`config.mk`:
```
export PLATFORM = sky130hd
export DESIGN_NAME = alu_seq_ctrl_flat
export DESIGN_NICKNAME = d
export VERILOG_FILES = /design/src/rtl/alu_pkg.sv /design/src/rtl/alu_seq_ctrl_if.sv /design/src/rtl/alu_regfile.sv /design/src/rtl/alu_seq_ctrl.sv /design/src/flat_wrapper.sv
export SDC_FILE = /design/constraint.sdc
export NUM_CORES = 1
export LEC_CHECK = 0
export CORE_ASPECT_RATIO = 0.5
export CORE_UTILIZATION = 45
export CTS_BUF_LIST = sky130_fd_sc_hd__clkbuf_4
export DETAILED_ROUTE_END_ITERATION = 7
export GPL_TIMING_DRIVEN = 0
export PLACE_DENSITY = 0.72
export SLEW_MARGIN = 25
export SYNTH_ARGS = -nofsm -noshare
export SYNTH_HDL_FRONTEND = slang
export SYNTH_HIERARCHICAL = 1
export SYNTH_SLANG_ARGS = --single-unit
```
`constraint.sdc`:
```
create_clock -name clk -period 6.35 [get_ports clk]
set_input_delay 1.5875 -clock clk [delete_from_list [all_inputs] [get_ports clk]]
set_output_delay 1.5875 -clock clk [all_outputs]
set_load 0.03 [all_outputs]
```
`src/rtl/alu_pkg.sv`:
```
// Shared definitions for the ALU sequencing controller: ALU opcodes,
// command kinds and the controller state encoding.
package alu_pkg;

  localparam logic [1:0] ALU_ADD = 2'b00;
  localparam logic [1:0] ALU_SUB = 2'b01;
  localparam logic [1:0] ALU_AND = 2'b10;
  localparam logic [1:0] ALU_NOT = 2'b11;

  localparam logic CMD_ALU = 1'b0;
  localparam logic CMD_LDI = 1'b1;

  typedef enum logic [1:0] {
    IDLE    = 2'd0,
    LOAD_AB = 2'd1,
    EXEC    = 2'd2,
    RESP    = 2'd3
  } state_t;

endpackage

```
`src/rtl/alu_seq_ctrl_if.sv`:
```
// Command, response and external-ALU signals of the ALU sequencing controller.
// master = the controller itself, slave = command source plus the ALU.
interface alu_seq_ctrl_if #(
  parameter int DW = 16,
  parameter int AW = 3
);
  logic          cmd_valid;
  logic          cmd_ready;
  logic          cmd_kind;
  logic [1:0]    cmd_op;
  logic [AW-1:0] cmd_rd;
  logic [AW-1:0] cmd_rs1;
  logic [AW-1:0] cmd_rs2;
  logic [DW-1:0] cmd_imm;

  logic [DW-1:0] alu_a;
  logic [DW-1:0] alu_b;
  logic [1:0]    alu_op;
  logic [DW-1:0] alu_out;
  logic          alu_z;

  logic          rsp_valid;
  logic          rsp_ready;
  logic [DW-1:0] rsp_data;
  logic          rsp_z;
  logic          z_flag;

  modport master (
    input  cmd_valid, cmd_kind, cmd_op, cmd_rd, cmd_rs1, cmd_rs2, cmd_imm,
    output cmd_ready,
    output alu_a, alu_b, alu_op,
    input  alu_out, alu_z,
    output rsp_valid, rsp_data, rsp_z, z_flag,
    input  rsp_ready
  );

  modport slave (
    output cmd_valid, cmd_kind, cmd_op, cmd_rd, cmd_rs1, cmd_rs2, cmd_imm,
    input  cmd_ready,
    input  alu_a, alu_b, alu_op,
    output alu_out, alu_z,
    input  rsp_valid, rsp_data, rsp_z, z_flag,
    output rsp_ready
  );

endinterface

```
`src/rtl/alu_regfile.sv`:
```
// General register file: one synchronous write port, two combinational
// read ports, cleared asynchronously on reset.
module alu_regfile #(
  parameter int DW   = 16,
  parameter int NREG = 8,
  parameter int AW   = 3
) (
  input  logic          clk,
  input  logic          rst_n,
  input  logic          we,
  input  logic [AW-1:0] waddr,
  input  logic [DW-1:0] wdata,
  input  logic [AW-1:0] raddr_a,
  output logic [DW-1:0] rdata_a,
  input  logic [AW-1:0] raddr_b,
  output logic [DW-1:0] rdata_b
);

  logic [DW-1:0] mem [NREG];

  always_ff @(posedge clk or negedge rst_n) begin
    if (!rst_n) begin
      for (int i = 0; i < NREG; i++) mem[i] <= '0;
    end else if (we) begin
      mem[waddr] <= wdata;
    end
  end

  assign rdata_a = mem[raddr_a];
  assign rdata_b = mem[raddr_b];

endmodule

```
`src/rtl/alu_seq_ctrl.sv`:
```
// Sequences register-level commands through an external combinational ALU.
//   state   | meaning
//   IDLE    | ready for a command; load-immediate completes here
//   LOAD_AB | operand registers A/B loaded from rs1/rs2
//   EXEC    | ALU inputs stable; result and Z captured, written to rd
//   RESP    | result offered on rsp_*, held until rsp_ready
module alu_seq_ctrl
  import alu_pkg::*;
#(
  parameter int DW   = 16,
  parameter int NREG = 8,
  parameter int AW   = 3
) (
  input  logic               clk,
  input  logic               rst_n,
  alu_seq_ctrl_if.master     bus
);

  state_t        state_q, state_d;
  logic [AW-1:0] rd_q, rs1_q, rs2_q;
  logic [1:0]    op_q;
  logic [DW-1:0] a_q, b_q, c_q;
  logic          zr_q, z_flag_q;

  logic          cmd_ready, rsp_valid;
  logic          rf_we;
  logic [AW-1:0] rf_waddr;
  logic [DW-1:0] rf_wdata;
  logic [DW-1:0] rf_rdata_a, rf_rdata_b;
  logic          accept;

  assign accept = bus.cmd_valid && (state_q == IDLE);

  alu_regfile #(.DW(DW), .NREG(NREG), .AW(AW)) u_regfile (
    .clk     (clk),
    .rst_n   (rst_n),
    .we      (rf_we),
    .waddr   (rf_waddr),
    .wdata   (rf_wdata),
    .raddr_a (rs1_q),
    .rdata_a (rf_rdata_a),
    .raddr_b (rs2_q),
    .rdata_b (rf_rdata_b)
  );

  always_ff @(posedge clk or negedge rst_n) begin
    if (!rst_n) state_q <= IDLE;
    else        state_q <= state_d;
  end

  always_comb begin
    state_d = state_q;
    unique case (state_q)
      IDLE:    if (bus.cmd_valid) state_d = (bus.cmd_kind == CMD_LDI) ? RESP : LOAD_AB;
      LOAD_AB: state_d = EXEC;
      EXEC:    state_d = RESP;
      RESP:    if (bus.rsp_ready) state_d = IDLE;
      default: state_d = IDLE;
    endcase
  end

  // Register write happens either at the accept edge (immediate) or the EXEC edge (ALU result).
  always_comb begin
    cmd_ready = 1'b0;
    rsp_valid = 1'b0;
    rf_we     = 1'b0;
    rf_waddr  = rd_q;
    rf_wdata  = bus.alu_out;
    unique case (state_q)
      IDLE: begin
        cmd_ready = 1'b1;
        if (bus.cmd_valid && bus.cmd_kind == CMD_LDI) begin
          rf_we    = 1'b1;
          rf_waddr = bus.cmd_rd;
          rf_wdata = bus.cmd_imm;
        end
      end
      EXEC:    rf_we = 1'b1;
      RESP:    rsp_valid = 1'b1;
      default: ;
    endcase
  end

  always_ff @(posedge clk or negedge rst_n) begin
    if (!rst_n) begin
      rd_q     <= '0;
      rs1_q    <= '0;
      rs2_q    <= '0;
      op_q     <= ALU_ADD;
      a_q      <= '0;
      b_q      <= '0;
      c_q      <= '0;
      zr_q     <= 1'b0;
      z_flag_q <= 1'b0;
    end else begin
      unique case (state_q)
        IDLE: begin
          if (accept) begin
            op_q  <= bus.cmd_op;
            rd_q  <= bus.cmd_rd;
            rs1_q <= bus.cmd_rs1;
            rs2_q <= bus.cmd_rs2;
            if (bus.cmd_kind == CMD_LDI) begin
              c_q      <= bus.cmd_imm;
              zr_q     <= (bus.cmd_imm == '0);
              z_flag_q <= (bus.cmd_imm == '0);
            end
          end
        end
        LOAD_AB: begin
          a_q <= rf_rdata_a;
          b_q <= rf_rdata_b;
        end
        EXEC: begin
          c_q      <= bus.alu_out;
          zr_q     <= bus.alu_z;
          z_flag_q <= bus.alu_z;
        end
        default: ;
      endcase
    end
  end

  assign bus.cmd_ready = cmd_ready;
  assign bus.rsp_valid = rsp_valid;
  assign bus.rsp_data  = c_q;
  assign bus.rsp_z     = zr_q;
  assign bus.z_flag    = z_flag_q;
  assign bus.alu_a     = a_q;
  assign bus.alu_b     = b_q;
  assign bus.alu_op    = op_q;

endmodule

```
`src/flat_wrapper.sv`:
```
// flat-port wrapper written by rule: the top's interface ports become plain ports
module alu_seq_ctrl_flat import alu_pkg::*;
#(
  parameter int DW   = 16,
  parameter int NREG = 8,
  parameter int AW   = 3
)
  (clk, rst_n, bus_cmd_valid, bus_cmd_kind, bus_cmd_op, bus_cmd_rd, bus_cmd_rs1, bus_cmd_rs2, bus_cmd_imm, bus_cmd_ready, bus_alu_a, bus_alu_b, bus_alu_op, bus_alu_out, bus_alu_z, bus_rsp_valid, bus_rsp_data, bus_rsp_z, bus_z_flag, bus_rsp_ready);
  alu_seq_ctrl_if #(.DW(DW), .AW(AW)) bus_i ();
  input  logic clk;
  input  logic rst_n;
  input wire logic [$bits(bus_i.cmd_valid)-1:0] bus_cmd_valid;
  input wire logic [$bits(bus_i.cmd_kind)-1:0] bus_cmd_kind;
  input wire logic [$bits(bus_i.cmd_op)-1:0] bus_cmd_op;
  input wire logic [$bits(bus_i.cmd_rd)-1:0] bus_cmd_rd;
  input wire logic [$bits(bus_i.cmd_rs1)-1:0] bus_cmd_rs1;
  input wire logic [$bits(bus_i.cmd_rs2)-1:0] bus_cmd_rs2;
  input wire logic [$bits(bus_i.cmd_imm)-1:0] bus_cmd_imm;
  output wire logic [$bits(bus_i.cmd_ready)-1:0] bus_cmd_ready;
  output wire logic [$bits(bus_i.alu_a)-1:0] bus_alu_a;
  output wire logic [$bits(bus_i.alu_b)-1:0] bus_alu_b;
  output wire logic [$bits(bus_i.alu_op)-1:0] bus_alu_op;
  input wire logic [$bits(bus_i.alu_out)-1:0] bus_alu_out;
  input wire logic [$bits(bus_i.alu_z)-1:0] bus_alu_z;
  output wire logic [$bits(bus_i.rsp_valid)-1:0] bus_rsp_valid;
  output wire logic [$bits(bus_i.rsp_data)-1:0] bus_rsp_data;
  output wire logic [$bits(bus_i.rsp_z)-1:0] bus_rsp_z;
  output wire logic [$bits(bus_i.z_flag)-1:0] bus_z_flag;
  input wire logic [$bits(bus_i.rsp_ready)-1:0] bus_rsp_ready;
  assign bus_i.cmd_valid = bus_cmd_valid;
  assign bus_i.cmd_kind = bus_cmd_kind;
  assign bus_i.cmd_op = bus_cmd_op;
  assign bus_i.cmd_rd = bus_cmd_rd;
  assign bus_i.cmd_rs1 = bus_cmd_rs1;
  assign bus_i.cmd_rs2 = bus_cmd_rs2;
  assign bus_i.cmd_imm = bus_cmd_imm;
  assign bus_cmd_ready = bus_i.cmd_ready;
  assign bus_alu_a = bus_i.alu_a;
  assign bus_alu_b = bus_i.alu_b;
  assign bus_alu_op = bus_i.alu_op;
  assign bus_i.alu_out = bus_alu_out;
  assign bus_i.alu_z = bus_alu_z;
  assign bus_rsp_valid = bus_i.rsp_valid;
  assign bus_rsp_data = bus_i.rsp_data;
  assign bus_rsp_z = bus_i.rsp_z;
  assign bus_z_flag = bus_i.z_flag;
  assign bus_i.rsp_ready = bus_rsp_ready;
  alu_seq_ctrl #(.DW(DW), .NREG(NREG), .AW(AW)) u_core (.clk(clk), .rst_n(rst_n), .bus(bus_i));
endmodule
```
Yosys cells after proc, flatten, opt, wreduce, memory -nomap -nowiden. Index checks and enable logic that the tools add are counted.

Register bits: 190. Bits of input ports: 49. Output and inout port bits: 54.

Muxes and demuxes: 27. Equality and inequality tests: 7. Magnitude comparators: 4. Bitwise gates (word level): 3. Reductions and logical operators: 9.

Operators by type and width (number): 16-bit two-way mux (9); 128-bit bitwise mux (1); 16-bit binary-select mux with 3-bit select (2); 16-bit demux with 3-bit select (1); 16-bit case mux with 2 select lines (1); 16-bit zero test (1); 4-bit >= comparator, second input constant (3); 3-bit inverter with 4-bit output (3); 2-bit case mux with 4 select lines (1); 2-bit two-way mux (3); 3-bit two-way mux (2); 2-bit != test, second input constant (3); 1-bit two-way mux (5); 2-bit == test, second input constant (2); 4-bit by 1-bit less-than comparator with 1-bit output, second input constant (1); 1-bit case mux with 2 select lines (2); 2-bit AND reduction (2); 1-bit logical AND (3); 3-bit AND reduction (1); 2-bit by 1-bit == test with 1-bit output, second input constant (1); 2-bit zero test (1); 2-bit by 1-bit != test with 1-bit output, second input constant (1); 2-bit nonzero test (1).

Logic depth before layout (Yosys ltp). Gate-level depths: netlist (run 1).

Word-level depth: 9. Mapped depth: 10. Gate-level depth less buffers: 6.

Hierarchy. Netlist (run 1), hierarchy kept.

Modules (own cells, without submodules): alu_regfile (cells each 393, sequential area each 3203.1 µm², area each 7000.5 µm², instances 1); alu_seq_ctrl (cells each 196, sequential area each 1551.5 µm², area each 2872.8 µm², instances 1).

Worst setup path after synthesis (run 1). No wires, ideal clock.

Path kind: input-to-reg. Start: input port bus_cmd_kind. End: register u_core/u_regfile/mem[112] (netlist bit). Path buffers: 3. Setup slack: 2834 ps. Setup time: 125 ps. Arrival: 3391 ps. Stages: 7. Required time: 6225 ps. Path through: nand3_1 > buf_2 > mux2_2 > buf_6 > nor4b_4 > buf_6 > mux2_2.

Longest elaborated chain between the ends: 9.

Ends and longest elaborated chain: start: declaration (line flat_wrapper.sv:13) `input wire logic [$bits(bus_i.cmd_kind)-1:0] bus_cmd_kind;`; 1-bit logical AND (*) (line alu_seq_ctrl.sv:72) `if (bus.cmd_valid && bus.cmd_kind == CMD_LDI) begin`; 3-bit two-way mux (*) (line alu_seq_ctrl.sv:72); 3-bit two-way mux (*) (line alu_seq_ctrl.sv:69) `unique case (state_q)`; via u_core.rf_waddr[1] (line alu_seq_ctrl.sv:27) `logic [AW-1:0] rf_waddr;`; 3-bit inverter with 4-bit output (not written as such) (*) (line alu_regfile.sv:25) `mem[waddr] <= wdata;`; 4-bit >= comparator (not written as such) or 4-bit by 1-bit less-than comparator with 1-bit output (tied branches) (line alu_regfile.sv:25); 1-bit logical AND (not written as such) (line alu_regfile.sv:25); 16-bit two-way mux (not written as such) (line alu_regfile.sv:25); 16-bit demux with 3-bit select (*) (line alu_regfile.sv:25); 128-bit bitwise mux (*) (line alu_regfile.sv:25); end signal: indexed assignment (line alu_regfile.sv:25); end: declaration (line alu_regfile.sv:19) `logic [DW-1:0] mem [NREG];`.

Mark *: on every way through the listed nets, which the timed path passes. The rest lies on a longest branch. A chain may end at the register's enable or synchronous reset.

Worst setup path after layout (run 1).
Start: input port bus_cmd_valid. End: register u_core/u_regfile/mem[121] (netlist bit).

Longest elaborated chain between the ends: 9.

Ends and longest elaborated chain: start: declaration (line flat_wrapper.sv:12) `input wire logic [$bits(bus_i.cmd_valid)-1:0] bus_cmd_valid;`; 1-bit logical AND (*) (line alu_seq_ctrl.sv:72); 3-bit two-way mux (*) (line alu_seq_ctrl.sv:72); 3-bit two-way mux (*) (line alu_seq_ctrl.sv:69); via u_core.rf_waddr[1] (line alu_seq_ctrl.sv:27); 3-bit inverter with 4-bit output (not written as such) (*) (line alu_regfile.sv:25); 4-bit >= comparator (not written as such) or 4-bit by 1-bit less-than comparator with 1-bit output (tied branches) (line alu_regfile.sv:25); 1-bit logical AND (not written as such) (line alu_regfile.sv:25); 16-bit two-way mux (not written as such) (line alu_regfile.sv:25); 16-bit demux with 3-bit select (*) (line alu_regfile.sv:25); 128-bit bitwise mux (*) (line alu_regfile.sv:25).

Marks and branches as above.

==> results.json, run 1 <==
{
  "first_global_vias": 6238,
  "start_kind": "primary input",
  "rr_endpoint": "u_core/u_regfile/mem[121]$_DFFE_PN0P_",
  "worst_pin_slew_ns": 0.946,
  "hpwl_um": 16100,
  "whs_ns": 0.524,
  "die-area_mm2": 0.0226,
  "hold_buffers": 0,
  "reg2regPathDepth": 9,
  "ys_ff_latch": 190,
  "cts-root-buf": "clkbuf_4",
  "clock_skew_ns": 0.0257,
  "portBuffers": 102,
  "crit_chain": "clkdlybuf4s50_1, nand3_1, buf_2, mux2_2, buf_6, nor4b_4, buf_6, mux2_2",
  "fin_area_mm2": 0.0116,
  "cap_viol_max_count": 0,
  "p_leak_nw": 4.96,
  "die_x_um": 211,
  "cts-buffers-inserted": 17,
  "vias": 5839,
  "power.density_mw_per_mm2": 548,
  "syn_area_per_cell_um2": 16.8,
  "io_pins": 103,
  "setup_viol": 0,
  "period_needed_ns": 4.06,
  "std_cell_rows": 37,
  "p_total_mw": 6.38,
  "slew_violations": 0,
  "r2r-start": "u_core/state_q[0]$_DFFE_PN0P_",
  "synthTopCellsByArea": "dfrtp_1 48%, mux2_2 29%, mux4_1 15%",
  "clk_pin_slew_ns": 0.14,
  "syn_to_final_growth_pct": 17.8,
  "fmax_ghz": 0.246,
  "grt_max_degree": 74,
  "grt_use_total": 0.224,
  "hold_path_end": "u_core/bus.alu_b[7]$_DFFE_PN0N_",
  "crit_slowest_cell": "nor4b_4",
  "wl_per_cell_um": 23.0,
  "yosys_warnings": 6,
  "crit_path_max_fanout": 10,
  "clockBufferDepth": 2,
  "firstDrtPassIters": 4,
  "die_h_um": 107,
  "end_kind": "flop",
  "ir_drop_mv": 0.252,
  "drc": 0,
  "slew_headroom": 0.369,
  "drive_gt1_frac": 0.463,
  "post_cts_buffers": 0,
  "nets": 766,
  "dpl-instance-area_mm2": 0.0113,
  "ys_seq_area_frac": 0.482,
  "status": "finished clean",
  "criticalPathCategory": "in -> reg",
  "cts_sinks": 190,
  "synthCells": 589,
  "start_util": 0.470,
  "mostFrequentLayoutCells": "254 x mux2_2, 190 x dfrtp_1, 101 x clkdlybuf4s50_1",
  "regToRegSetupSlack_ns": 3.01,
  "yosysUniqueCellTypes": 30,
  "cp.arrival_ns": 4.53,
  "netlist.area_leader.share": 0.482,
  "htree_levels": 4,
  "syn_area_mm2": 0.00987,
  "critPathMaxStageDelay_ns": 0.73,
  "syn_nets": 643,
  "hold_start": "u_core/bus.alu_b[7]$_DFFE_PN0N_",
  "drtIter0Drc": 276,
  "crit_start": "bus_cmd_valid",
  "gr-total-overflow": 0,
  "cts_tree": "yes",
  "routed_wirelength_um": 23500,
  "rsz0062_at_grt": "false",
  "antenna_found_initial": 1,
  "hp-class": "reg -> reg",
  "design.core.area_mm2": 0.0210,
  "worstHoldPathCells": 1,
  "gp_congestion": 0.788,
  "final.period_utilization": 0.639,
  "ant_nets": 0,
  "insertion_delay_ns": 0.59,
  "grt_first_pass_wirelength_um": 37000,
  "cp.required_ns": 6.82,
  "cts.repair.resized": 0,
  "hold_viol": 0,
  "yosysTopAreaCell": "dfrtp_1",
  "vias_per_cell": 5.74,
  "final_common_cell": "mux2_2"
}
-- report_power, final --
group | internal [mW] | switching (mW)
combinational | 1.95 | 1.53
clock | 0.280 | 0.437
sequential | 1.82 | 0.366
-- layout make-up --
cell class | instances | area (um^2)
Fill cell | 1743 | 9390
Multi-Input combinational cell | 351 | 4820
Clock inverter | 15 | 183
Timing Repair Buffer | 104 | 1080
Inverter | 4 | 15.0
Antenna cell | 1 | 2.50
Sequential cell | 190 | 4750
Clock buffer | 17 | 128
Buffer | 44 | 283
Tap cell | 292 | 365
-- Yosys cell counts --
library cell,count
mux2_2,254
dfrtp_1,190
mux4_1,56
buf_2,14
buf_6,10
mux4_2,8
buf_1,7
buf_4,6
clkbuf_1,5
ha_1,5
inv_1,4
mux2i_1,3
nand4b_2,3
clkbuf_2,2
nand2_1,2
nand2b_1,2
nand3_1,2
nor4_1,2
nor4bb_1,2
or4_1,2
a21bo_2,1
a32oi_1,1
and2_1,1
and4bb_2,1
nand4_2,1
nor2_1,1
nor3_1,1
nor4b_4,1
o21ai_1,1
o22ai_1,1
-- cell families (layout without fill, tap and decap cells) --
| group | count (synthesis) | after routing | synth area share |
|---|---|---|---|
| other | 0 | 1 | 0 |
| buffers and inverters | 48 | 184 | 0.0302 |
| flip-flops | 190 | 190 | 0.482 |
| AO/OA/AOI/OAI | 4 | 4 | 0.00304 |
| adder cells (fa/ha/maj) | 5 | 5 | 0.00634 |
| AND/OR/NAND/NOR | 21 | 21 | 0.0189 |
| multiplexers | 321 | 321 | 0.460 |
-- layer usage --
| metal | up-vias | wire length (um) | GRT usage |
|---|---|---|---|
| met5 | - | 0 | 0 |
| met4 | 0 | 294 | 0.0575 |
| met3 | 19 | 1090 | 0.0363 |
| met2 | 113 | 11300 | 0.356 |
| met1 | 3136 | 10800 | 0.321 |
| li1 | 2571 | - | - |
-- state kept, by name, summed over array words and instances, names as in the netlist --
name                  flops
u_core/bus.rsp_data      16
u_core/rd_q               3
u_core/bus.alu_a         16
u_core/rs1_q              3
u_core/bus.alu_b         16
u_core/state_q            2
u_core/bus.rsp_z          1
u_core/bus.alu_op         2
u_core/rs2_q              3
u_core/u_regfile/mem    128
-- worst max-delay path by stage --
stage | endpoint
final | u_core/u_regfile/mem[121]$_DFFE_PN0P_
after CTS | u_core/u_regfile/mem[121]$_DFFE_PN0P_
after global placement | u_core/bus.alu_a[6]$_DFFE_PN0N_
after detailed placement | u_core/u_regfile/mem[112]$_DFFE_PN0P_
after floorplan | u_core/u_regfile/mem[112]$_DFFE_PN0P_
after global routing | u_core/u_regfile/mem[113]$_DFFE_PN0P_
-- worst max-delay path: cells and delay by family --
family,cells,cell delay (ns)
buf+inv,4,1.22
mux,2,0.74
simple gates,2,0.95
-- stage by stage --
stage	cells	util	setup TNS [ns]	setup WS [ns]
final	1018	0.553	0	2.29
after global placement	983	0.536	-809.20	-4.27
after floorplan	589	-	0	2.83
after CTS	1017	0.553	0	2.30
after global routing	1018	0.553	0	2.23
after detailed placement	985	0.539	0	1.68
(Power assumes the default switching activity.)
==> run 2: changes to the inputs <==
PLACE_DENSITY = 0.74   (was 0.72)
clock period = 3.64 ns   (was 6.35 ns; I/O delays follow)
==> run 2 against run 1 <==
Global-route usage barely moved. Critical path depth unchanged. Via count up 0.36%. Clock skew decreased by 0.0040 ns. Sequential cell count did not move. Power grew 71%. Hold slack got worse by 0.32 ns. Register-to-register slack worse by 2.8 ns. Critical endpoint is now u_core/u_regfile/mem[113]$_DFFE_PN0P_. Combinational power up 74%. Final cell count about the same. Clock-buffer cell count grew 2. Largest cell class unchanged. Highest routed layer unchanged. Critical path type unchanged. Cell area decreased by 0.61%.
==> results.json, run 2 (same netlist as run 1, synthesis figures left out) <==
{
  "status": "finished clean",
  "cts-buffers-inserted": 17,
  "end_kind": "flop",
  "clockBufferDepth": 2,
  "preCtsSetupSlack_ns": -0.411,
  "final_common_cell": "mux2_2",
  "finalNonFillerCells": 1017,
  "layout_setup_ws_ns": 0.154,
  "setup_viol": 0,
  "dpl.cell_count": 985,
  "met3_length_um": 1180,
  "top_register": "u_core/u_regfile/mem",
  "gr-total-overflow": 0,
  "antenna_found_initial": 0,
  "grt_first_pass_wirelength_um": 36700,
  "criticalPathCategory": "in -> reg",
  "rr_endpoint": "u_core/u_regfile/mem[113]$_DFFE_PN0P_",
  "die_h_um": 107,
  "htree_levels": 4,
  "portBuffers": 102,
  "routed_wirelength_um": 23400,
  "fmax_ghz": 0.287,
  "cts-root-buf": "clkbuf_4",
  "met1_length_um": 10700,
  "slew_headroom": 0.394,
  "switching_power_mw": 4.02,
  "p_int_mw": 6.92,
  "ant_nets": 0,
  "clock_skew_ns": 0.0217,
  "routed.top_layer": "met4",
  "start_kind": "primary input",
  "period_needed_ns": 3.49,
  "met2_length_um": 11300,
  "hold_buffers": 0,
  "worst_pin_slew_ns": 0.905,
  "pwr-share-seq": 0.349,
  "swShare": 0.368,
  "start_util": 0.470,
  "gp_congestion": 0.787,
  "hpwl_um": 16000,
  "crit_path_max_fanout": 10,
  "cts_sinks": 190,
  "die_x_um": 211,
  "syn_to_final_growth_pct": 17.1,
  "drtIter0Drc": 367,
  "hold_viol": 0,
  "r2r-start": "u_core/state_q[0]$_DFFE_PN0P_",
  "drive_gt1_frac": 0.457,
  "p_leak_nw": 4.92,
  "vias_per_cell": 5.76,
  "mostFrequentLayoutCells": "254 x mux2_2, 190 x dfrtp_1, 101 x clkdlybuf4s50_1",
  "p_clk_frac": 0.097,
  "hp-class": "in -> async",
  "nets": 766,
  "ir_drop_mv": 0.308,
  "clk_pin_slew_ns": 0.14,
  "insertion_delay_ns": 0.59,
  "diodes": 0,
  "rsz0062_at_grt": "false",
  "slew_violations": 0,
  "drc": 0,
  "reg2regPathDepth": 9,
  "die-area_mm2": 0.0226,
  "cp.required_ns": 4.11,
  "io_pins": 103,
  "cts.repair.resized": 0,
  "first_global_vias": 6122,
  "regToRegSetupSlack_ns": 0.20,
  "power.density_mw_per_mm2": 946,
  "firstDrtPassIters": 4,
  "cts_tree": "yes",
  "grt_max_degree": 75,
  "cp.arrival_ns": 3.96,
  "wl_per_cell_um": 23.1,
  "power_frac_comb": 0.554,
  "std_cell_rows": 37,
  "grt_use_total": 0.223,
  "vias": 5860,
  "post_cts_buffers": 0,
  "design.core.area_mm2": 0.0210,
  "final.period_utilization": 0.958,
  "largest_reg_flops": 128,
  "cap_viol_max_count": 0
}
-- run 2: final cells by class --
cell class,instances,area [um^2]
inverters,4,15.0
multi-input cells,351,4820
flip-flops and latches,190,4750
fillers,1731,9460
plain buffers,44,283
repair buffers,104,1080
clock inverters,13,98.8
well taps,292,365
clock buffers,19,143
-- run 2: routing by layer --
layer	global-route usage	vias to the layer above
met1	0.319	3120
met5	0	-
li1	-	2557
met3	0.0351	28
met2	0.356	155
met4	0.0606	0
-- run 2: how the worst max path moves through the flow --
stage / depth (start not counted) / start / to / slack (ns)
6_report: 8 / bus_cmd_valid / u_core/u_regfile/mem[113]$_DFFE_PN0P_ / 0.15
5_1_grt: 9 / u_core/state_q[0]$_DFFE_PN0P_ / u_core/u_regfile/mem[119]$_DFFE_PN0P_ / 0.07
4_1_cts: 9 / u_core/state_q[0]$_DFFE_PN0P_ / u_core/u_regfile/mem[119]$_DFFE_PN0P_ / 0.21
3_5_place_dp: 8 / bus_cmd_valid / u_core/u_regfile/mem[119]$_DFFE_PN0P_ / -0.41
3_3_place_gp: 1 / rst_n / u_core/bus.alu_a[6]$_DFFE_PN0N_ / -6.21
2_1_floorplan: 7 / bus_cmd_kind / u_core/u_regfile/mem[112]$_DFFE_PN0P_ / 0.80
-- run 2: power by group through the flow --
stage                     registers [mW]  clock network [mW]  logic, mW
after floorplan                     4.21                   0       3.86
after global placement              3.78                   0       5.96
after detailed placement            3.86                   0       6.08
after CTS                           3.81                1.10       6.10
after global routing                3.98                1.18       6.40
final                               3.82                1.06       6.06
-- run 2: critical path: stages --
cell,delay (ns)
clkdlybuf4s50_1,0.47
nand3_1,0.23
buf_2,0.36
mux2_2,0.39
buf_6,0.14
nor4b_4,0.81
buf_6,0.28
mux2_2,0.35
-- run 2: metrics by stage --
| stage | setup TNS [ns] | util | instance area [um^2] | hold WS, ns | power, mW |
|---|---|---|---|---|---|
| after floorplan | 0 | - | 9870 | 0.474 | 8.06 |
| after global placement | -1184.65 | 0.536 | 11300 | 0.482 | 9.74 |
| after detailed placement | -12.90 | 0.539 | 11300 | 0.493 | 9.94 |
| after CTS | 0 | 0.550 | 11600 | 0.164 | 11.0 |
| after global routing | 0 | 0.550 | 11600 | 0.170 | 11.6 |
| final | 0 | 0.550 | 11600 | 0.208 | 10.9 |
==> run 3: changes to the inputs <==
SKIP_CTS_REPAIR_TIMING = 1   (was default)
==> results of run 3 <==
No change in the layout: final DEF, timing and power equal those of run 2.
==> variant: new RTL, settings of run 3 <==
`DW` is set to 16 in 4 places; all go to 32.
--- a/src/rtl/alu_seq_ctrl_if.sv
+++ b/src/rtl/alu_seq_ctrl_if.sv
@@ -2,5 +2,5 @@
 // master = the controller itself, slave = command source plus the ALU.
 interface alu_seq_ctrl_if #(
-  parameter int DW = 16,
+  parameter int DW = 32,
   parameter int AW = 3
 );
--- a/src/rtl/alu_regfile.sv
+++ b/src/rtl/alu_regfile.sv
@@ -2,5 +2,5 @@
 // read ports, cleared asynchronously on reset.
 module alu_regfile #(
-  parameter int DW   = 16,
+  parameter int DW   = 32,
   parameter int NREG = 8,
   parameter int AW   = 3
--- a/src/rtl/alu_seq_ctrl.sv
+++ b/src/rtl/alu_seq_ctrl.sv
@@ -8,5 +8,5 @@
   import alu_pkg::*;
 #(
-  parameter int DW   = 16,
+  parameter int DW   = 32,
   parameter int NREG = 8,
   parameter int AW   = 3
--- a/src/flat_wrapper.sv
+++ b/src/flat_wrapper.sv
@@ -2,5 +2,5 @@
 module alu_seq_ctrl_flat import alu_pkg::*;
 #(
-  parameter int DW   = 16,
+  parameter int DW   = 32,
   parameter int NREG = 8,
   parameter int AW   = 3
Interface: changed (5 resized); port bits go from 103 to 183. No check against the original RTL was run, so the function may have changed too.
==> variant against run 3 <==
Routed wire length up 110%. Synthesized area up 89%. Sequential cell count up 176. Cell area up 93%. Die area up 88%. Worst setup slack better by 0.17 ns. Global-route usage up 1.6 points. Clock skew up 0.063 ns. Power up 100%. Critical path type is now reg2out. Highest routed layer unchanged.
==> variant: results (changes against run 3) <==
CTS
The deepest clock path buffer count was 3 (+1). The total CTS buffers is 88 (+71). The clock network latency to the later pin of the worst-skew pair came to 0.82 ns (+0.23 ns).

The root buffer cell chosen for the clock tree is clkbuf_4. The clock-pin slew on the worst setup and hold paths came to 0.07 ns (-0.07 ns). The number of H-tree levels is 3 (-1).

Finish
More flip-flops sit in one register than any other, and that register is u_core/u_regfile/mem. The number of flip-flops under the largest register name is 256 (+100%). The total number of nets in the final design is 1,516 (+98%). The proportion of layout cells with a drive suffix above 1 is 46.0% (+0.32 points).

Route
The first-iteration detailed-routing DRC count is 809 (+120%). The average wire per standard cell is 24.8 um (+7.8%). The routed via count divided by cell count came to 5.89 (+2.1%). The number of iterations in the first detailed-routing pass is 5 (+1).

Synthesis
The commonest register cell after synthesis is dfrtp_1. The total nets after synthesis is 1,240 (+93%). The number of warnings issued by yosys was 6 (unchanged). The share of flip-flops with an asynchronous set or reset is 100% (unchanged). Counting instances in the post-synthesis netlist gives the leading cell types as mux2_2, dfrtp_1, mux4_1. The count of cell types in the netlist is 32 (+6.7%). Yosys attributes the largest share of cell area to dfrtp_1, mux2_2, mux4_1, mux4_2, mux2i_1. The share of the yosys chip area belonging to registers is 49.0% (+0.87 points).

Global routing
The via count of the first global-routing pass is 12.9k (+110%). The overall routing resource usage was 23.9% (+1.6 points). The initial antenna violation count is 1 (+1).

The global-route wire length before repair was 76.9 mm (+110%). The largest net degree at the start of global routing is 93 (+24%).

Power
The largest vdd supply drop is 0.434 mV (+41%). The reported leakage power is 9.55 nW (+94%).

Status
The flow ran to the end, and the final reports show no timing, DRC or antenna violations.

Timing
The worst relative slew slack came to 29.2% (-10 points). The final clock skew is 0.0843 ns (+0.0626 ns).

Placement
The global placement routability congestion came to 0.821 (+4.3%). The estimated wirelength of the detail-placed design is 34.5 mm (+120%). The number of input and output port buffers inserted came to 182 (+78%). The placed cell area is 0.0213 sq mm (+88%).

Worst setup path
The biggest fanout along the worst timing path came to 7 (-3).

Min path
The worst hold path class is in2async.
variant: metal layers:
| metal | track usage (%) | vias up | share of wire, % |
|---|---|---|---|
| li1 | - | 5099 | - |
| met1 | 31.0 | 6320 | 43 |
| met2 | 40.2 | 370 | 50 |
| met3 | 5.27 | 99 | 5.4 |
| met4 | 8.01 | 0 | 2.4 |
| met5 | 0 | - | 0 |
variant: final timing paths:
path,startpoint,to,slack (ns),depth (start not counted)
hold reg to reg,u_core/bus.alu_b[28],u_core/bus.alu_b[28],0.50,1
min in group clk,u_core/bus.alu_b[28],u_core/bus.alu_b[28],0.50,1
setup / recovery,u_core/state_q[1],bus_cmd_ready,0.33,3
setup reg to reg,u_core/state_q[1],u_core/u_regfile/mem[231],0.34,9
max in group asynchronous,rst_n,u_core/bus.alu_b[28],2.03,4
hold / removal,rst_n,u_core/rs2_q[2],0.06,1
variant: critical path, stage by stage, from the launching register on:
cell and delay, ns:
dfrtp_1 0.42, inv_1 0.13, ha_1 0.37, clkdlybuf4s50_1 0.74
variant: final cells by class:
class,count,area (sq um)
diodes,1,2.50
plain buffers,90,562
clock buffers,116,871
clock inverters,22,138
well taps,540,676
repair buffers,186,1940
multi-input cells,695,8940
flip-flops and latches,366,9160
fillers,3203,18400
inverters,4,15.0
variant: cells by family (layout without fill, tap and decap cells):
group / count (synthesis) / count (layout) / synth area share (%)
multiplexers: 591 / 591 / 44.8
flip-flops: 366 / 366 / 49.0
buffers and inverters: 94 / 418 / 3.09
AND/OR/NAND/NOR: 62 / 62 / 1.78
AO/OA/AOI/OAI: 38 / 38 / 1.07
adder cells (fa/ha/maj): 4 / 4 / 0.268
other: 0 / 1 / 0
variant: report_power, final:
part | switching, mW | internal [mW] | total, mW
combinational | 5.40 | 6.36 | 11.8
clock | 1.66 | 1.55 | 3.21
sequential | 1.32 | 6.12 | 7.43
variant: stage by stage:
| step | setup WS (ns) | hold WS (ns) | utilization [%] | TNS (ns) | instances |
|---|---|---|---|---|---|
| detailed placement | -0.297 | 0.492 | 52.4 | -27.17 | 1881 |
| global placement | -13.43 | 0.477 | 52.1 | -4915.88 | 1877 |
| finish | 0.327 | 0.0605 | 54.8 | 0 | 2020 |
| global route | 0.181 | 0.0577 | 54.8 | 0 | 2020 |
| CTS | 0.249 | 0.0345 | 54.8 | 0 | 2019 |
| floorplan | 0.778 | 0.464 | - | 0 | 1155 |
